[src/rtl/ports_pkg.sv]
// Shared definitions for the control-port block: register map, unmapped read
// value, captured-write record and parameter range helpers.
package ports_pkg;

  localparam logic [1:0] ADDR_STATUS = 2'b01;
  localparam logic [1:0] ADDR_ENABLE = 2'b10;
  localparam logic [1:0] ADDR_CTRL   = 2'b11;

  localparam logic [7:0] RDATA_UNMAPPED = 8'hFF;

  typedef struct packed {
    logic       wrena;
    logic [1:0] addr;
    logic [7:0] wrdata;
  } wr_cap_t;

  function automatic bit in_range(int value, int lo, int hi);
    return (value >= lo) && (value <= hi);
  endfunction

  function automatic bit at_least(int value, int lo);
    return value >= lo;
  endfunction

endpackage

[src/rtl/ports_sync.sv]
// Multi-flop synchroniser for one asynchronous bit; the reset value is the
// idle level of the signal so a reset never fabricates an edge.
module ports_sync #(
  parameter int   STAGES  = 2,
  parameter logic RST_VAL = 1'b0
) (
  input  logic clk,
  input  logic rst,
  input  logic d,
  output logic q
);

  logic [STAGES-1:0] ff;

  // NOTE: sequential state uses non-blocking assignments so every flop samples pre-edge values.
  always_ff @(posedge clk) begin
    if (rst) ff <= {STAGES{RST_VAL}};
    else     ff <= {ff[STAGES-2:0], d};
  end

  assign q = ff[STAGES-1];

endmodule

[src/rtl/ports_irq_regs.sv]
// Control-port register block: synchronised write strobe, sticky W1C interrupt
// pending bits with enable mask, device resets. Optional macro: PORTS_RST_STRETCH_EN.
module ports_irq_regs
  import ports_pkg::*;
#(
  parameter int NUM_IRQ     = 3,
  parameter int NUM_RST     = 2,
  parameter int SYNC_STAGES = 2,
  parameter int RST_CYCLES  = 16
) (
  input  logic               clk,
  input  logic               rst,
  input  logic               wrstb_n,
  input  logic               wrena,
  input  logic [1:0]         addr,
  input  logic [7:0]         wrdata,
  output logic [7:0]         rddata,
  input  logic [NUM_IRQ-1:0] irq_src,
  output logic               irq,
  output logic [NUM_RST-1:0] dev_rst_n
);

  if (!in_range(NUM_IRQ, 1, 8))       begin : g_bad_num_irq  $error("NUM_IRQ out of range"); end
  if (!in_range(NUM_RST, 1, 8))       begin : g_bad_num_rst  $error("NUM_RST out of range"); end
  if (!at_least(SYNC_STAGES, 2))      begin : g_bad_sync     $error("SYNC_STAGES below 2"); end
  if (!at_least(RST_CYCLES, 2))       begin : g_bad_rst_cyc  $error("RST_CYCLES below 2"); end

  // Write strobe path: capture while the synchronised strobe is low, commit on its rise.
  logic    stb_s;
  logic    stb_d;
  wr_cap_t cap;
  logic    commit;
  logic    wr_status, wr_enable, wr_ctrl;

  ports_sync #(.STAGES(SYNC_STAGES), .RST_VAL(1'b1)) u_stb_sync (
    .clk (clk),
    .rst (rst),
    .d   (wrstb_n),
    .q   (stb_s)
  );

  always_ff @(posedge clk) begin
    if (rst) begin
      stb_d <= 1'b1;
      cap   <= '0;
    end else begin
      stb_d <= stb_s;
      if (!stb_s) cap <= '{wrena: wrena, addr: addr, wrdata: wrdata};
    end
  end

  assign commit    = stb_s && !stb_d && cap.wrena;
  assign wr_status = commit && (cap.addr == ADDR_STATUS);
  assign wr_enable = commit && (cap.addr == ADDR_ENABLE);
  assign wr_ctrl   = commit && (cap.addr == ADDR_CTRL);

  // Interrupt sources: per-bit synchroniser then a one-flop rising-edge detector.
  logic [NUM_IRQ-1:0] src_s;
  logic [NUM_IRQ-1:0] src_d;
  logic [NUM_IRQ-1:0] src_rise;

  for (genvar i = 0; i < NUM_IRQ; i++) begin : g_src_sync
    ports_sync #(.STAGES(SYNC_STAGES), .RST_VAL(1'b0)) u_src_sync (
      .clk (clk),
      .rst (rst),
      .d   (irq_src[i]),
      .q   (src_s[i])
    );
  end

  assign src_rise = src_s & ~src_d;

  logic [NUM_IRQ-1:0] pending;
  logic [NUM_IRQ-1:0] enable;
  logic [NUM_RST-1:0] ctrl;
  logic [NUM_IRQ-1:0] w1c_mask;

  assign w1c_mask = wr_status ? cap.wrdata[NUM_IRQ-1:0] : '0;

  always_ff @(posedge clk) begin
    if (rst) begin
      src_d   <= '0;
      pending <= '0;
      enable  <= '0;
      ctrl    <= '0;
      irq     <= 1'b0;
    end else begin
      src_d <= src_s;
      // A new edge beats a simultaneous clear of the same bit.
      pending <= (pending & ~w1c_mask) | src_rise;
      if (wr_enable) enable <= cap.wrdata[NUM_IRQ-1:0];
      if (wr_ctrl)   ctrl   <= cap.wrdata[NUM_RST-1:0];
      irq <= |(pending & enable);
    end
  end

  // NOTE: the default assignment up front keeps this combinational block from inferring latches.
  always_comb begin
    rddata = RDATA_UNMAPPED;
    case (addr)
      ADDR_STATUS: begin rddata = '0; rddata[NUM_IRQ-1:0] = pending; end
      ADDR_ENABLE: begin rddata = '0; rddata[NUM_IRQ-1:0] = enable;  end
      ADDR_CTRL:   begin rddata = '0; rddata[NUM_RST-1:0] = ctrl;    end
      default:     rddata = RDATA_UNMAPPED;
    endcase
  end

  // Only the low parameter-width bits of the captured data reach a register.
  logic unused_wrdata;
  assign unused_wrdata = ^cap.wrdata;

`ifdef PORTS_RST_STRETCH_EN
  localparam int              CNT_W    = $clog2(RST_CYCLES + 1);
  localparam logic [CNT_W-1:0] CNT_LOAD = CNT_W'(RST_CYCLES);

  logic [CNT_W-1:0]   rst_cnt [NUM_RST];
  logic [NUM_RST-1:0] rst_n_q;

  // NOTE: the counter array is a handful of flops, not RAM, so it is reset explicitly.
  always_ff @(posedge clk) begin
    if (rst) begin
      for (int i = 0; i < NUM_RST; i++) rst_cnt[i] <= CNT_LOAD;
      rst_n_q <= '0;
    end else begin
      for (int i = 0; i < NUM_RST; i++) begin
        if (!ctrl[i] || (wr_ctrl && !cap.wrdata[i])) rst_cnt[i] <= CNT_LOAD;
        else if (rst_cnt[i] != '0)                   rst_cnt[i] <= rst_cnt[i] - CNT_W'(1);
        rst_n_q[i] <= ctrl[i] && (rst_cnt[i] == '0);
      end
    end
  end

  assign dev_rst_n = rst_n_q;
`else
  assign dev_rst_n = ctrl;
`endif

endmodule

[config.mk]
export PLATFORM = sky130hd
export DESIGN_NAME = ports_irq_regs
export DESIGN_NICKNAME = d
export VERILOG_FILES = /design/src/rtl/ports_pkg.sv /design/src/rtl/ports_sync.sv /design/src/rtl/ports_irq_regs.sv
export SDC_FILE = /design/constraint.sdc
export NUM_CORES = 1
export LEC_CHECK = 0
export BUFFER_PORTS_ARGS = -buffer_cell sky130_fd_sc_hd__buf_2
export CORE_MARGIN = 2
export CORE_UTILIZATION = 47
export DETAILED_ROUTE_END_ITERATION = 6
export PLACE_DENSITY = 0.71
export SYNTH_ARGS = -nofsm -noshare
export SYNTH_HDL_FRONTEND = slang
export SYNTH_SLANG_ARGS = --single-unit
export TNS_END_PERCENT = 1
[constraint.sdc]
create_clock -name clk -period 1.5 [get_ports clk]
set_input_delay 0.225 -clock clk [delete_from_list [all_inputs] [get_ports clk]]
set_output_delay 0.225 -clock clk [all_outputs]
set_load 0.05 [all_outputs]
### After elaboration in Yosys (flattened, before gate mapping)

Index checks and enable logic that the tools add are counted.

| storage, ports and cells | value |
|---|---|
| register bits | 27 |
| bits of input ports | 17 |

| cells by class | value |
|---|---|
| equal/unequal tests | 6 |
| multiplexer cells | 2 |
| bitwise logic cells | 6 |
| reduce and logical (&&, ||, !) cells | 7 |

Operators with widths:

| cell | count |
|---|---|
| one-hot mux 8 bit (3 select lines) | 1 |
| AND 3 bit | 3 |
| equality test 2 bit (second input constant) | 4 |
| inverter 3 bit | 2 |
| logical AND 1 bit | 5 |
| equality test 2 x 1 -> 1 bit (second input constant) | 2 |
| 2-to-1 mux 3 bit | 1 |
| bitwise OR 3 bit | 1 |
| OR reduction 3 bit | 1 |
| zero test 1 bit | 1 |

### Logic depth before layout (Yosys ltp)

| logic depth | value |
|---|---|
| word-level depth | 8 |
| mapped depth | 5 |
| gate-level depth less buffers | 3 |

### Cells and area by module

Synthesis repeated with hierarchy kept, for this count alone.

| unflattened totals | value |
|---|---|
| cell total of the unflattened synthesis | 102 |
| area total of the unflattened synthesis | 1058.5 um2 |

Modules (own cells, without submodules):

| module | instances | cells each | area an instance (um2) |
|---|---|---|---|
| ports_irq_regs | 1 | 86 | 848.3 |
| ports_sync | 4 | 4 | 52.6 |

### Least setup slack after synthesis

Ideal clock, no wire load.

| path | value |
|---|---|
| path type | register -> output |
| from | register ctrl[0], in the netlist dev_rst_n[0] |
| to | output rddata[0] |
| data arrival time | 1.579 ns |
| path slack | -0.304 ns |
| cell stages (with the launch flop) | 3 |
| cell sequence | dfxtp_1 -> mux2i_1 -> a21oi_1 |

| between the ends | value |
|---|---|
| longest elaborated chain between the ends | 1 |

Ends and longest elaborated chain:

| element | line | text |
|---|---|---|
| start: declaration | ports_irq_regs.sv:75 | `logic [NUM_RST-1:0] ctrl;` |
| start signal: assignment | ports_irq_regs.sv:92 | `if (wr_ctrl) ctrl <= cap.wrdata[NUM_RST-1:0];` |
| one-hot mux 8 bit (3 select lines) | ports_irq_regs.sv:100 | `case (addr)` |
| end: declaration | ports_irq_regs.sv:17 | `output logic [7:0] rddata,` |

No other way between the ends.

### Worst setup path in the final report

| path | value |
|---|---|
| from | register ctrl[1], in the netlist dev_rst_n[1] |
| to | output rddata[1] |

The elaborated chain is that of the path after synthesis.

==> impl_metrics.toml <==
[run_status]
status = "finished clean"

[synthesis]
yosysWarnings = 0
synth-main-ff-cell = "dfxtp_1"
synth_area_per_cell_sq_um = 9.888
synth_top_cell_by_area = "dfxtp_1"
yosysSeqAreaShare_pct = 53.07
synthTopCellsByCount = "dfxtp_1 (27), nand2_1 (11), nand2b_1 (8)"
yosysMostFrequentCell = "dfxtp_1"
synth_top_area_share_pct = 53.07
synthCells = 103
async_flop_share_pct = 0
synth-edff-count = 0
syn_nets = 120
synthesis.area_sq_um = 1018
synth_seq_cells = 27
yosysUniqueCellTypes = 20
synth_area_leaders = "dfxtp_1 (53%), mux2i_1 (6.9%), nand2b_1 (4.9%)"

[sta]
timing.final.crit_share_pct = 94.13
finalSetupViolCount = 0
final_max_slew_viol_count = 0
worst_pin_slew_ns = 0.3621
tns_ns = 0
fin_crit_ns = 1.412
slew_headroom_pct = 75.76
fin_skew_ns = 0.003700
rsz0062_at_grt = "no"
setup_slack_ns = 0.08800
final-hold-violation-count = 0
whs_ns = 0.06604
max_freq_ghz = 0.7082

[setup_path]
r2r_end = "enable[2]"
worst_ep_arrival_time_ns = 1.19
critical_path_class = "flip-flop to primary output"
crit_path_start_kind = "flip-flop"
r2r.worst_path.cells = 3
cp_slowest_cell = "dfxtp_1"
cp.depth = 3
crit_chain = "mux2i_1, a21oi_2, clkbuf_4"
reg2reg_from = "u_stb_sync.ff[1]"
r2r_setup_slack_ns = 0.14
critPathMaxFanout = 3
endpoint_kind = "primary output"
critical_path_buf_inv_count = 1
critical_path_required_ns = 1.27
critical-path-top-delay-family = "flip-flops"
slowest_delay_ns = 0.39

[placed_design]
place.gp.congestion = 0.7685
port_buffers = 22
dpl_worst_slack_ns = 0.1950
dpl.hpwl_mm = 1.205
post_dp_cell_area_sq_um = 1135
place_inst = 145

[finish]
diodes = 0
syn2layout_area_growth_pct = 14.86
final_cells = 149
final_nets = 140
stdcell_area_sq_um = 1170
drive_gt1_share_pct = 29.51

[worst_hold_path]
hp-start = "wrstb_n"
min_to = "u_stb_sync.ff[0]"
min_path_cells = 2
min_path_type = "input port to flip-flop"

[drt]
vias = 726
drtIter0Drc = 8
drt_wl_total_mm = 1.648
drc = 0
wl_per_cell_um = 11.06
drtAntennaViolNets = 0
via_per_inst = 4.872
drt_first_pass_iters = 4

[floorplan]
dieWidth_um = 50.55
core_area_sq_um = 2002
fp-row-count = 16
io_pins = 28
die_area_sq_um = 2555
start_util_pct = 50.88
die_h_um = 50.55

[clock_network]
post_cts_buffers = 0
numClockSinks = 27
ctsHtreeMaxLevel = 1
clk_latency_ns = 0.33
clk_path_buf_depth = 2
cts_tree = "done"
clk_pin_slew_worst_paths_ns = 0.14
numCtsBuffers = 3
root_buffer = "clkbuf_4"

[global_routing]
overflow = 0
grt_pass1_wl_mm = 2.898
grt_pass1_vias = 684
track_usage_pct = 15.24
antenna_found_initial = 0
grt_max_degree = 16

[power_and_ir_drop]
pwr_density_cell_nw_per_um2 = 1022
p_leak_nw = 0.5224
ir_worst_vdd_mv = 0.8128

[job]
max-cap-violations = 0
## power breakdown
group          switching (mW)  total (mW)  internal (mW)
Sequential             0.0132       0.753          0.740
Combinational          0.0853       0.132         0.0466
Clock                   0.210       0.310          0.100
Total                   0.308        1.20          0.887
## how the worst max path moves through the flow
stage | startpoint | end | slack (ns)
3_3_place_gp | u_stb_sync.ff[1] | enable[0] | 0.23
3_5_place_dp | u_stb_sync.ff[1] | enable[2] | 0.20
4_1_cts | dev_rst_n[1] | rddata[1] | 0.04
2_1_floorplan | addr[0] | rddata[2] | -0.06
5_1_grt | enable[2] | rddata[2] | 0.008
6_report | dev_rst_n[1] | rddata[1] | 0.09
## metal layers
layer	vias up	wire length [um]	track usage (%)
li1	375	-	-
met1	322	838	18.80
met2	24	664	23.68
met3	5	98	3.869
met4	0	46	9.459
met5	-	0	0
## logic make-up (layout without fill, tap and decap cells)
logic type	count (synthesis)	count (layout)	synth area share, %
AOI/OAI and AO/OA	16	16	10.20
buffers and inverters	13	32	6.633
DFF	27	27	53.07
muxes	7	7	6.880
and+or+nand+nor	40	40	23.22
## state kept, by name (all words and copies together) (netlist names), 2 cells and up
name and count:
src_d 3, u_stb_sync.ff 2, g_src_sync.u_src_sync.ff 6, enable 3
dev_rst_n 2, cap 6, pending 3
## repair_timing
| action | in CTS | in global routing |
|---|---|---|
| hold buffers | 0 | 0 |
| resized for setup | 0 | 3 |
| setup endpoints to repair | 0 | 3 |
## cell type report
cell class              count  area (sq um)
clock buffers               3         22.52
flip-flops and latches     27         540.5
fillers                   190         832.0
repair buffers             24         132.6
multi-input cells          63         420.4
inverters                   4         15.01
clock inverters             1         5.005
well taps                  27         33.78
## per-stage QoR
step                      power (mW)  utilization, %
after floorplan               0.8696               -
final                          1.195           58.44
after global routing           1.240           58.44
after detailed placement      0.8998           56.69
after CTS                      1.202           58.06
after global placement        0.8977           56.69
## cell usage in the layout, fill, tap and decap left out
master	count
nand2_1	11
dfxtp_1	27
mux2i_1	7
or2_2	3
clkinv_2	1
a31o_1	2
nor2_2	1
nor3_1	2
o21ai_0	3
nand2b_1	8
nor2_1	5
nand3b_4	1
a222oi_1	1
nor4b_4	1
a21oi_2	2
a21oi_1	5
or2_1	1
nor2b_1	7
inv_1	4
clkbuf_4	6
buf_4	2
o311ai_0	3
buf_2	19
(Power assumes the default switching activity.)
